==> config.mk <==
export PLATFORM = sky130hd
export DESIGN_NAME = box_overlay
export DESIGN_NICKNAME = d
export VERILOG_FILES = /design/src/rtl/tracking_pkg.sv /design/src/rtl/box_edges.sv /design/src/rtl/box_overlay.sv
export SDC_FILE = /design/constraint.sdc
export NUM_CORES = 1
export LEC_CHECK = 0
export ABC_AREA = 1
export CORE_ASPECT_RATIO = 0.8
export CORE_UTILIZATION = 60
export DETAILED_ROUTE_END_ITERATION = 10
export GPL_TIMING_DRIVEN = 0
export PLACE_DENSITY = 0.82
export RECOVER_POWER = 50
export SETUP_SLACK_MARGIN = 0.2
export SKIP_LAST_GASP = 1
export SLEW_MARGIN = 20
export SYNTH_ARGS = -nofsm -noshare
export SYNTH_HDL_FRONTEND = slang
export SYNTH_SLANG_ARGS = --single-unit
==> constraint.sdc <==
create_clock -name clock_50 -period 6.7 [get_ports clock_50]
set_clock_uncertainty 0.1 [all_clocks]
set_input_delay 2.01 -clock clock_50 [delete_from_list [all_inputs] [get_ports clock_50]]
set_output_delay 2.01 -clock clock_50 [all_outputs]
set_load 0.02 [all_outputs]
==> src/rtl/tracking_pkg.sv <==
// tracking_pkg: pixel/coordinate types, overlay FSM states and frame constants shared with tracking
package tracking_pkg;
    typedef logic [23:0]        pixel_t;
    typedef logic [11:0]        coord_t;
    typedef logic signed [12:0] edge_t;
    typedef enum logic {S_READ, S_WRITE} state_t;
    localparam int     FRAME_W   = 640;
    localparam int     FRAME_H   = 480;
    localparam pixel_t DEF_COLOR = 24'hFF0000;
endpackage

==> src/rtl/box_edges.sv <==
// box_edges: centre/size to clamped low/high edge on one axis, in 13-bit signed arithmetic
module box_edges import tracking_pkg::*; #(
    parameter int LIM = FRAME_W
) (
    input  logic [11:0]        i_center,
    input  logic [11:0]        i_size,
    output logic signed [12:0] o_lo,
    output logic signed [12:0] o_hi
);
    localparam edge_t MAX = edge_t'(LIM - 1);
    edge_t w_lo, w_hi;
    assign w_lo = $signed({1'b0, i_center}) - $signed({2'b0, i_size[11:1]});
    // high edge comes from the unclamped low edge so a box hanging off the left keeps its width
    assign w_hi = w_lo + $signed({1'b0, i_size}) - 13'sd1;
    assign o_lo = w_lo[12] ? '0 : w_lo;
    assign o_hi = (w_hi > MAX) ? MAX : w_hi;
endmodule

==> src/rtl/box_overlay.sv <==
// box_overlay: draws a COLOR border around the tracked box onto the pixel stream; a new box
// takes effect at the next frame start and expires after HOLD_FRAMES frames without refresh.
module box_overlay import tracking_pkg::*; #(
    parameter int     WIDTH       = FRAME_W,
    parameter int     HEIGHT      = FRAME_H,
    parameter int     THICK       = 2,
    parameter pixel_t COLOR       = DEF_COLOR,
    parameter int     HOLD_FRAMES = 8
) (
    input  logic        clock_50,
    input  logic        reset,
    input  logic        box_valid,
    input  logic [11:0] box_center_x,
    input  logic [11:0] box_center_y,
    input  logic [11:0] box_width,
    input  logic [11:0] box_height,
    input  logic        in_empty,
    input  logic [23:0] in_dout,
    output logic        in_rd_en,
    input  logic        out_full,
    output logic        out_wr_en,
    output logic [23:0] out_din,
    output logic        frame_done,
    output logic        box_active
);
    localparam coord_t      XMAX = coord_t'(WIDTH - 1);
    localparam coord_t      YMAX = coord_t'(HEIGHT - 1);
    localparam edge_t       TH   = edge_t'(THICK);
    localparam logic [15:0] HOLD = 16'(HOLD_FRAMES);

    state_t      r_state, w_next;
    coord_t      r_x, r_y;
    logic        r_pend;
    logic [15:0] r_cnt, w_cnt_inc;
    edge_t       r_px0, r_px1, r_py0, r_py1, r_ax0, r_ax1, r_ay0, r_ay1;
    edge_t       w_ex0, w_ex1, w_ey0, w_ey1, w_x0, w_x1, w_y0, w_y1, w_xs, w_ys;
    logic        w_load, w_last, w_on, w_inside, w_border;

    box_edges #(.LIM(WIDTH)) u_edges_x (
        .i_center(box_center_x), .i_size(box_width), .o_lo(w_ex0), .o_hi(w_ex1)
    );
    box_edges #(.LIM(HEIGHT)) u_edges_y (
        .i_center(box_center_y), .i_size(box_height), .o_lo(w_ey0), .o_hi(w_ey1)
    );

    always_comb begin
        w_next    = r_state;
        in_rd_en  = 1'b0;
        out_wr_en = 1'b0;
        if (r_state == S_READ) begin
            in_rd_en = reset && !in_empty;
            w_next   = in_empty ? S_READ : S_WRITE;
        end else begin
            out_wr_en = reset && !out_full;
            w_next    = out_full ? S_WRITE : S_READ;
        end
    end

    // the pending box is swapped in while (0,0) is read, so that pixel already uses it
    assign w_load    = in_rd_en && r_x == '0 && r_y == '0 && r_pend;
    assign w_last    = out_wr_en && r_x == XMAX && r_y == YMAX;
    assign w_x0      = w_load ? r_px0 : r_ax0;
    assign w_x1      = w_load ? r_px1 : r_ax1;
    assign w_y0      = w_load ? r_py0 : r_ay0;
    assign w_y1      = w_load ? r_py1 : r_ay1;
    assign w_on      = w_load || box_active;
    assign w_xs      = {1'b0, r_x};
    assign w_ys      = {1'b0, r_y};
    assign w_inside  = w_xs >= w_x0 && w_xs <= w_x1 && w_ys >= w_y0 && w_ys <= w_y1;
    assign w_border  = w_inside && (w_xs - w_x0 < TH || w_x1 - w_xs < TH ||
                                    w_ys - w_y0 < TH || w_y1 - w_ys < TH);
    assign w_cnt_inc = r_cnt + {15'd0, r_cnt != '1};

    always_ff @(posedge clock_50) begin
        if (!reset) begin
            r_state    <= S_READ;
            r_x        <= '0;
            r_y        <= '0;
            r_pend     <= 1'b0;
            r_cnt      <= '0;
            {r_px0, r_px1, r_py0, r_py1} <= '0;
            {r_ax0, r_ax1, r_ay0, r_ay1} <= '0;
            out_din    <= '0;
            frame_done <= 1'b0;
            box_active <= 1'b0;
        end else begin
            r_state    <= w_next;
            frame_done <= w_last;
            if (in_rd_en)
                out_din <= (w_on && w_border) ? COLOR : in_dout;
            if (out_wr_en) begin
                r_x <= (r_x == XMAX) ? '0 : r_x + 1'b1;
                if (r_x == XMAX)
                    r_y <= (r_y == YMAX) ? '0 : r_y + 1'b1;
            end
            if (w_last) begin
                r_cnt <= w_cnt_inc;
                if (HOLD_FRAMES != 0 && w_cnt_inc >= HOLD)
                    box_active <= 1'b0;
            end
            if (w_load) begin
                {r_ax0, r_ax1, r_ay0, r_ay1} <= {r_px0, r_px1, r_py0, r_py1};
                r_pend     <= 1'b0;
                r_cnt      <= '0;
                box_active <= 1'b1;
            end
            if (box_valid && box_width != '0 && box_height != '0) begin
                {r_px0, r_px1, r_py0, r_py1} <= {w_ex0, w_ex1, w_ey0, w_ey1};
                r_pend <= 1'b1;
            end
        end
    end
endmodule

==> results of run 1 <==
area by class of cell:
cell class	count	area [sq um]
inverter	298	1120
clock inverter	14	154
timing repair buffer	109	1070
fill	1686	5550
sequential	170	3400
tap	264	330
buffer	46	255
clock buffer	18	439
multi-input combinational	1320	7770
what timing repair did:
item | CTS | global route
buffers inserted | 0 | 6
resized for setup | 7 | 43
setup endpoints to repair | 34 | 47
pin swaps | 0 | 10
worst paths after layout:
kind,cells past startpoint,slack (ns),endpoint
min,2,0.34,r_ay0[12]
max,30,0.37,out_din[4]
max reg2reg,33,1.78,out_din[4]
min reg2reg,2,0.34,r_ay0[12]
power breakdown:
part	switching [uW]	internal (uW)	total, uW
Clock	466	539	1010
Combinational	717	484	1200
Sequential	45.8	1080	1130
Total	1230	2110	3340
cell usage in the layout, fill, tap and decap left out, types with 4 or more instances in the layout:
cell and count:
nand3_2 8, xor2_1 59, clkbuf_1 28, a21oi_1 164
a2bb2oi_1 8, clkdlybuf4s50_1 74, nor2_2 4, a211oi_1 32
nand3b_1 5, o21ai_0 60, xnor2_1 15, o21bai_1 9
buf_6 6, nor3_1 23, nand3_1 104, clkbuf_16 17
dfxtp_1 170, nor3b_1 5, a31oi_1 9, nand2_1 356
or2_2 8, clkbuf_2 4, dlygate4sd3_1 29, nand2_2 12
o21ai_1 4, a21oi_2 15, buf_4 9, nand4_1 14
inv_2 6, inv_6 5, inv_1 289, ha_1 109
nor4_1 14, a21o_1 6, nor2_1 213, mux2i_1 12
fa_1 6
critical path: cells and delay by family:
family	cells	cell delay, ns
AO/OA/AOI/OAI	3	0.29
AND/OR/NAND/NOR	19	2.40
buffers and inverters	5	1.03
adder cells (fa/ha/maj)	2	0.60
multiplexers	1	0.26
per-layer routing:
layer,global-route usage (%),vias up
met2,52.6,436
met1,45.3,5785
met5,0,-
li1,-,6242
met3,4.77,59
met4,12.4,0
stage by stage:
stage	setup WS, ns	total power, uW	area [sq um]	TNS [ns]	utilization, %
final	0.369	3340	14500	0	72.4
after global routing	-0.0324	3540	14500	-0.119	72.4
after CTS	0.257	3280	14400	0	71.9
after detailed placement	-0.601	2290	13800	-17.40	68.9
after global placement	-0.521	2260	13800	-13.81	68.9
after floorplan	0.792	2000	12500	0	-
state kept, by name, summed over array words and instances, names as in the netlist:
name	flops
r_pend	1
frame_done	1
r_y	12
r_ax1	13
r_ay0	13
r_px0	12
r_cnt	16
r_x	12
r_py0	12
r_ay1	13
r_state	1
r_px1	13
r_ax0	13
r_py1	13
box_active	1
out_din	24
cell families after synthesis:
kind of cell	after synthesis
AND/OR/NAND/NOR	778
AO/OA/AOI/OAI	336
buffers and inverters	345
multiplexers	12
adder cells (fa/ha/maj)	120
XOR/XNOR	74
flip-flops	170
==> reports/metrics.csv, run 1 <==
metric,value,unit
status,"complete, no violations",
netlist_top_cells_area,"dfxtp_1 (27%), ha_1 (11%), nand2_1 (11%)",
crit_arrival,6.60,ns
wl_met3,2390,microns
synth_fa_ha_area_share,12.5,%
grt_max_degree,20,
ys_ff_latch,170,
ant_nets,0,
antenna_found_initial,0,
dp.cells,2202,
maxCapViolations,0,
path_max_fanout,19,
synth_nets,2032,
post_drt_wl_per_cell,15.5,microns
synth_cell_types,58,
ys_seq_area_share,27.3,%
critPathKind,in2reg,
cts_max_level,4,
die_h,131,microns
drt-met1-wl,15900,microns
start_util,62.1,%
viasPerCell,5.59,
gr-total-overflow,0,
finalCriticalPeriod,6.33,ns
required,6.97,ns
nNetsFinal,2159,
cts_hold_buffers,0,
crit_top_cell,nand2_1,
wl_met2,15700,microns
top_layer,met4,
cts_root_buf,clkbuf_16,
die_area,0.0214,sq mm
cpPeakStageDelay,0.46,ns
grt_first_pass_wirelength,55600,microns
syn_to_final_growth,16.6,%
final_hold_viol_count,0,
clock_latency,0.45,ns
port_buffers,103,
synth-simple-area-share,27.4,%
reg2reg_from,r_x[1],
synth_compound_gate_area_share,15.8,%
gp_congestion,0.938,
p_per_area,229,mW/mm^2
syn_avg_cell_area,6.80,sq um
num_vias,12500,
final_cell_count_no_fill,2239,
ys_async_sr_fraction,0,%
fmax,0.158,GHz
fp-row-count,46,
setup-violations-final,0,
dp_hpwl,27600,microns
clk_pin_slew,0.07,ns
synthCells,1835,
grt_pass1_vias,11500,
irDropWorstVdd,0.196,mV
tightest_slew,0.851,ns
worstHoldPathType,reg2reg,
ios,105,
cp-startpoint,in_empty,
relSlewSlack,43.1,%
crit_slowest_cell,clkdlybuf4s50_1,
synth-edff-count,0,
die_w,163,microns
start_kind,input port,
gr-usage-all-layers,33.0,%
finalCritPeriodShare,94.5,%
core,0.0201,sq mm
synth_top_family_by_area,simple AND/OR/NAND/NOR gates,
synthXorXnorAreaFrac,5.20,%
ys.warnings.count,0,
totalWireLength,34800,microns
synthTopCellsByCount,"nand2_1 (356), inv_1 (289), nor2_1 (211), dfxtp_1 (170), a21oi_1 (168)",
yosys.area.top_type,dfxtp_1,
synth_most_common_cell,nand2_1,
slew_violations,0,
cp-end-kind,flop,
finalHoldWorstSlack,0.340,ns
drt_iter0_drc,1092,
tritoncts,done,
drive_above_1_share,6.53,%
synth_top_cell_area_share,27.3,%
min_from,r_ay0[12],
leakage,0.00714,uW
syn-cell-area,0.0125,sq mm
insertedDiodeCount,0,
muxShareOfSynthArea,0.963,%
cts_sinks,170,
first_pass_iters,7,
synth_ff_type,dfxtp_1,
clk_path_buf_depth,2,
drc,0,
cts_buffers,17,
No activity file was read; power rests on OpenSTA's default activity.
==> run 2: changes to the inputs <==
- CTS_CLUSTER_DIAMETER: unset -> 120
- GPL_TIMING_DRIVEN: 0 -> 1
==> reports/metrics.csv, run 2 (synthesis gave the netlist of run 1 again) <==
metric,value,unit,change
crit_slowest_cell,clkinv_1,,
start_util,62.1,%,unchanged
first_pass_iters,6,,-1
cts_buffers,17,,unchanged
drive_above_1_share,5.50,%,-1.0 points
slew_violations,137,,+137
ios,105,,unchanged
relSlewSlack,-38.6,%,-82 points
path_max_fanout,26,,+7
clock_latency,0.44,ns,about the same
layout_common_cells,"nand2_1 (356), inv_1 (289), nor2_1 (214), dfxtp_1 (170), a21oi_1 (168)",,
seqPwrFrac,34.4,%,+0.5 points
worstHoldPathType,reg2reg,,
wl_met3,2340,microns,-2.1%
status,"complete, but fails checks",,
swShare,36.7,%,-0.11 points
totalWireLength,32400,microns,-6.9%
required,6.93,ns,-0.04 ns
port_buffers,104,,+0.97%
cts_sinks,170,,unchanged
postCtsSetupRepairBufs,0,,unchanged
grt_max_degree,95,,+380%
clk_pin_slew,0.07,ns,about the same
syn_to_final_growth,14.9,%,
cpPeakStageDelay,0.66,ns,+0.20 ns
ant_nets,0,,unchanged
rsz0062_at_grt,no,,
maxCapViolations,2,,+2
layout_commonest_cell,nand2_1,,
fin_util,71.4,%,-1.0 points
largest_reg_flops,24,,unchanged
insertedDiodeCount,0,,unchanged
viasPerCell,5.54,,-1.0%
die_area,0.0214,sq mm,unchanged
post_drt_wl_per_cell,14.7,microns,-5.7%
tns,0,ns,unchanged
nNetsFinal,2129,,-1.4%
seq_area,0.00340,sq mm,unchanged
tightest_slew,2.08,ns,+1.23 ns
cp-end-kind,flop,,
clkPwrFrac,30.7,%,+0.6 points
p_per_area,230,mW/mm^2,+0.12%
grt_first_pass_wirelength,53100,microns,-4.5%
irDropWorstVdd,0.204,mV,+3.8%
wl_met2,14200,microns,-9.4%
gr-total-overflow,0,,unchanged
setup-violations-final,0,,unchanged
antenna_found_initial,0,,unchanged
drt-met1-wl,15300,microns,-4.0%
fp-row-count,46,,unchanged
die_w,163,microns,unchanged
fmax,0.158,GHz,-0.27%
power.switching,1210,uW,-1.6%
top_layer,met4,,
finalCriticalPeriod,6.35,ns,+0.0168 ns
cts_root_buf,clkbuf_16,,
tritoncts,done,,
gr-usage-all-layers,31.1,%,-1.9 points
num_vias,12200,,-2.3%
grt_pass1_vias,11300,,-1.4%
drt_iter0_drc,1036,,-5.1%
internal_power,2080,uW,-1.1%
cts_max_level,4,,unchanged
dp_hpwl,25000,microns,-9.4%
fillerInstances,1687,,+0.059%
drc,0,,unchanged
multi_input_area,0.00768,sq mm,-1.1%
gp_congestion,0.988,,+5.4%
critPathKind,in2reg,,
core,0.0201,sq mm,unchanged
crit_chain,dlygate4sd3_1 -> buf_4 -> nand2_1 -> nor2_1 -> clkbuf_1 -> inv_1 -> nor4_1 -> inv_1 -> nor2_1 -> clkbuf_1 -> clkinv_1 -> nand2_1 -> inv_1 -> o21ai_0 -> a21oi_1,,
power_frac_comb,34.9,%,-1.1 points
failed_checks,"max-capacitance violations, max-slew violations",,
start_kind,input port,,
crit_top_cell,inv_1,,
finalCritPeriodShare,94.8,%,+0.25 points
die_h,131,microns,unchanged
largest-register,out_din,,
leakage,0.00706,uW,-1.2%
crit_arrival,6.58,ns,-0.02 ns
final_hold_viol_count,0,,unchanged
clk_path_buf_depth,2,,unchanged
reg.largest.list,"out_din: 24 flops, r_cnt: 16 flops",,
==> run 2: cell count changes in the layout (fill, tap and decap cells not counted), sizes merged <==
| cell | change |
|---|---|
| buf | -6 |
| clkbuf | -26 |
| clkdlybuf4s50 | +2 |
| clkinv | +2 |
| clkinvlp | +1 |
| dlygate4sd3 | -1 |
| inv | -2 |
==> run 2: worst max-delay path: cells and delay by family <==
| kind | cells | cell delay [ns] |
|---|---|---|
| compound gates | 2 | 0.20 |
| buf+inv | 8 | 3.19 |
| simple gates | 5 | 1.16 |
==> run 2: worst paths after layout <==
kind                                start  cells after the start  slack, ns          end
worst max-delay path                reset                     15       0.35       r_y[7]
worst min register to register  r_ax0[12]                      2       0.34    r_ax0[12]
worst max register to register     r_x[1]                     27       2.00  out_din[12]
worst min-delay path            r_ax0[12]                      2       0.34    r_ax0[12]
==> run 2: what timing repair did <==
action,in CTS,in global routing
setup endpoints to repair,0,20
hold buffers,0,0
resized for setup,0,3
==> run 2: metal layers <==
metal,track usage [%],up-vias
li1,-,6184
met1,43.1,5583
met2,49.5,424
met3,5.43,38
met4,9.02,0
met5,0,-
==> run 2: final cells by class <==
| class | count | area share [%] |
|---|---|---|
| multi-input cells | 1320 | 53.6 |
| flip-flops and latches | 170 | 23.7 |
| repair buffers | 125 | 8.34 |
| inverters | 298 | 7.82 |
| clock buffers | 17 | 2.97 |
| well taps | 264 | 2.30 |
| clock inverters | 15 | 1.23 |
==> run 2: power by group through the flow <==
stage	sequential (uW)	clock, uW	combinational, uW
6_report	1130	1010	1150
3_5_place_dp	1150	0	1130
4_1_cts	1130	1010	1140
3_3_place_gp	1150	0	1110
2_1_floorplan	1150	0	850
5_1_grt	1140	1060	1300
==> run 2: stage by stage <==
| step | instances | cell area, sq um | worst slack [ns] | total power (uW) | hold slack (ns) |
|---|---|---|---|---|---|
| 2_1_floorplan | 1835 | 12500 | 0.792 | 2000 | 0.316 |
| 3_3_place_gp | 2177 | 13800 | 0.219 | 2260 | 0.327 |
| 3_5_place_dp | 2177 | 13800 | 0.118 | 2280 | 0.331 |
| 4_1_cts | 2209 | 14400 | 0.542 | 3290 | 0.341 |
| 5_1_grt | 2209 | 14300 | 0.144 | 3510 | 0.370 |
| 6_report | 2209 | 14300 | 0.352 | 3290 | 0.338 |
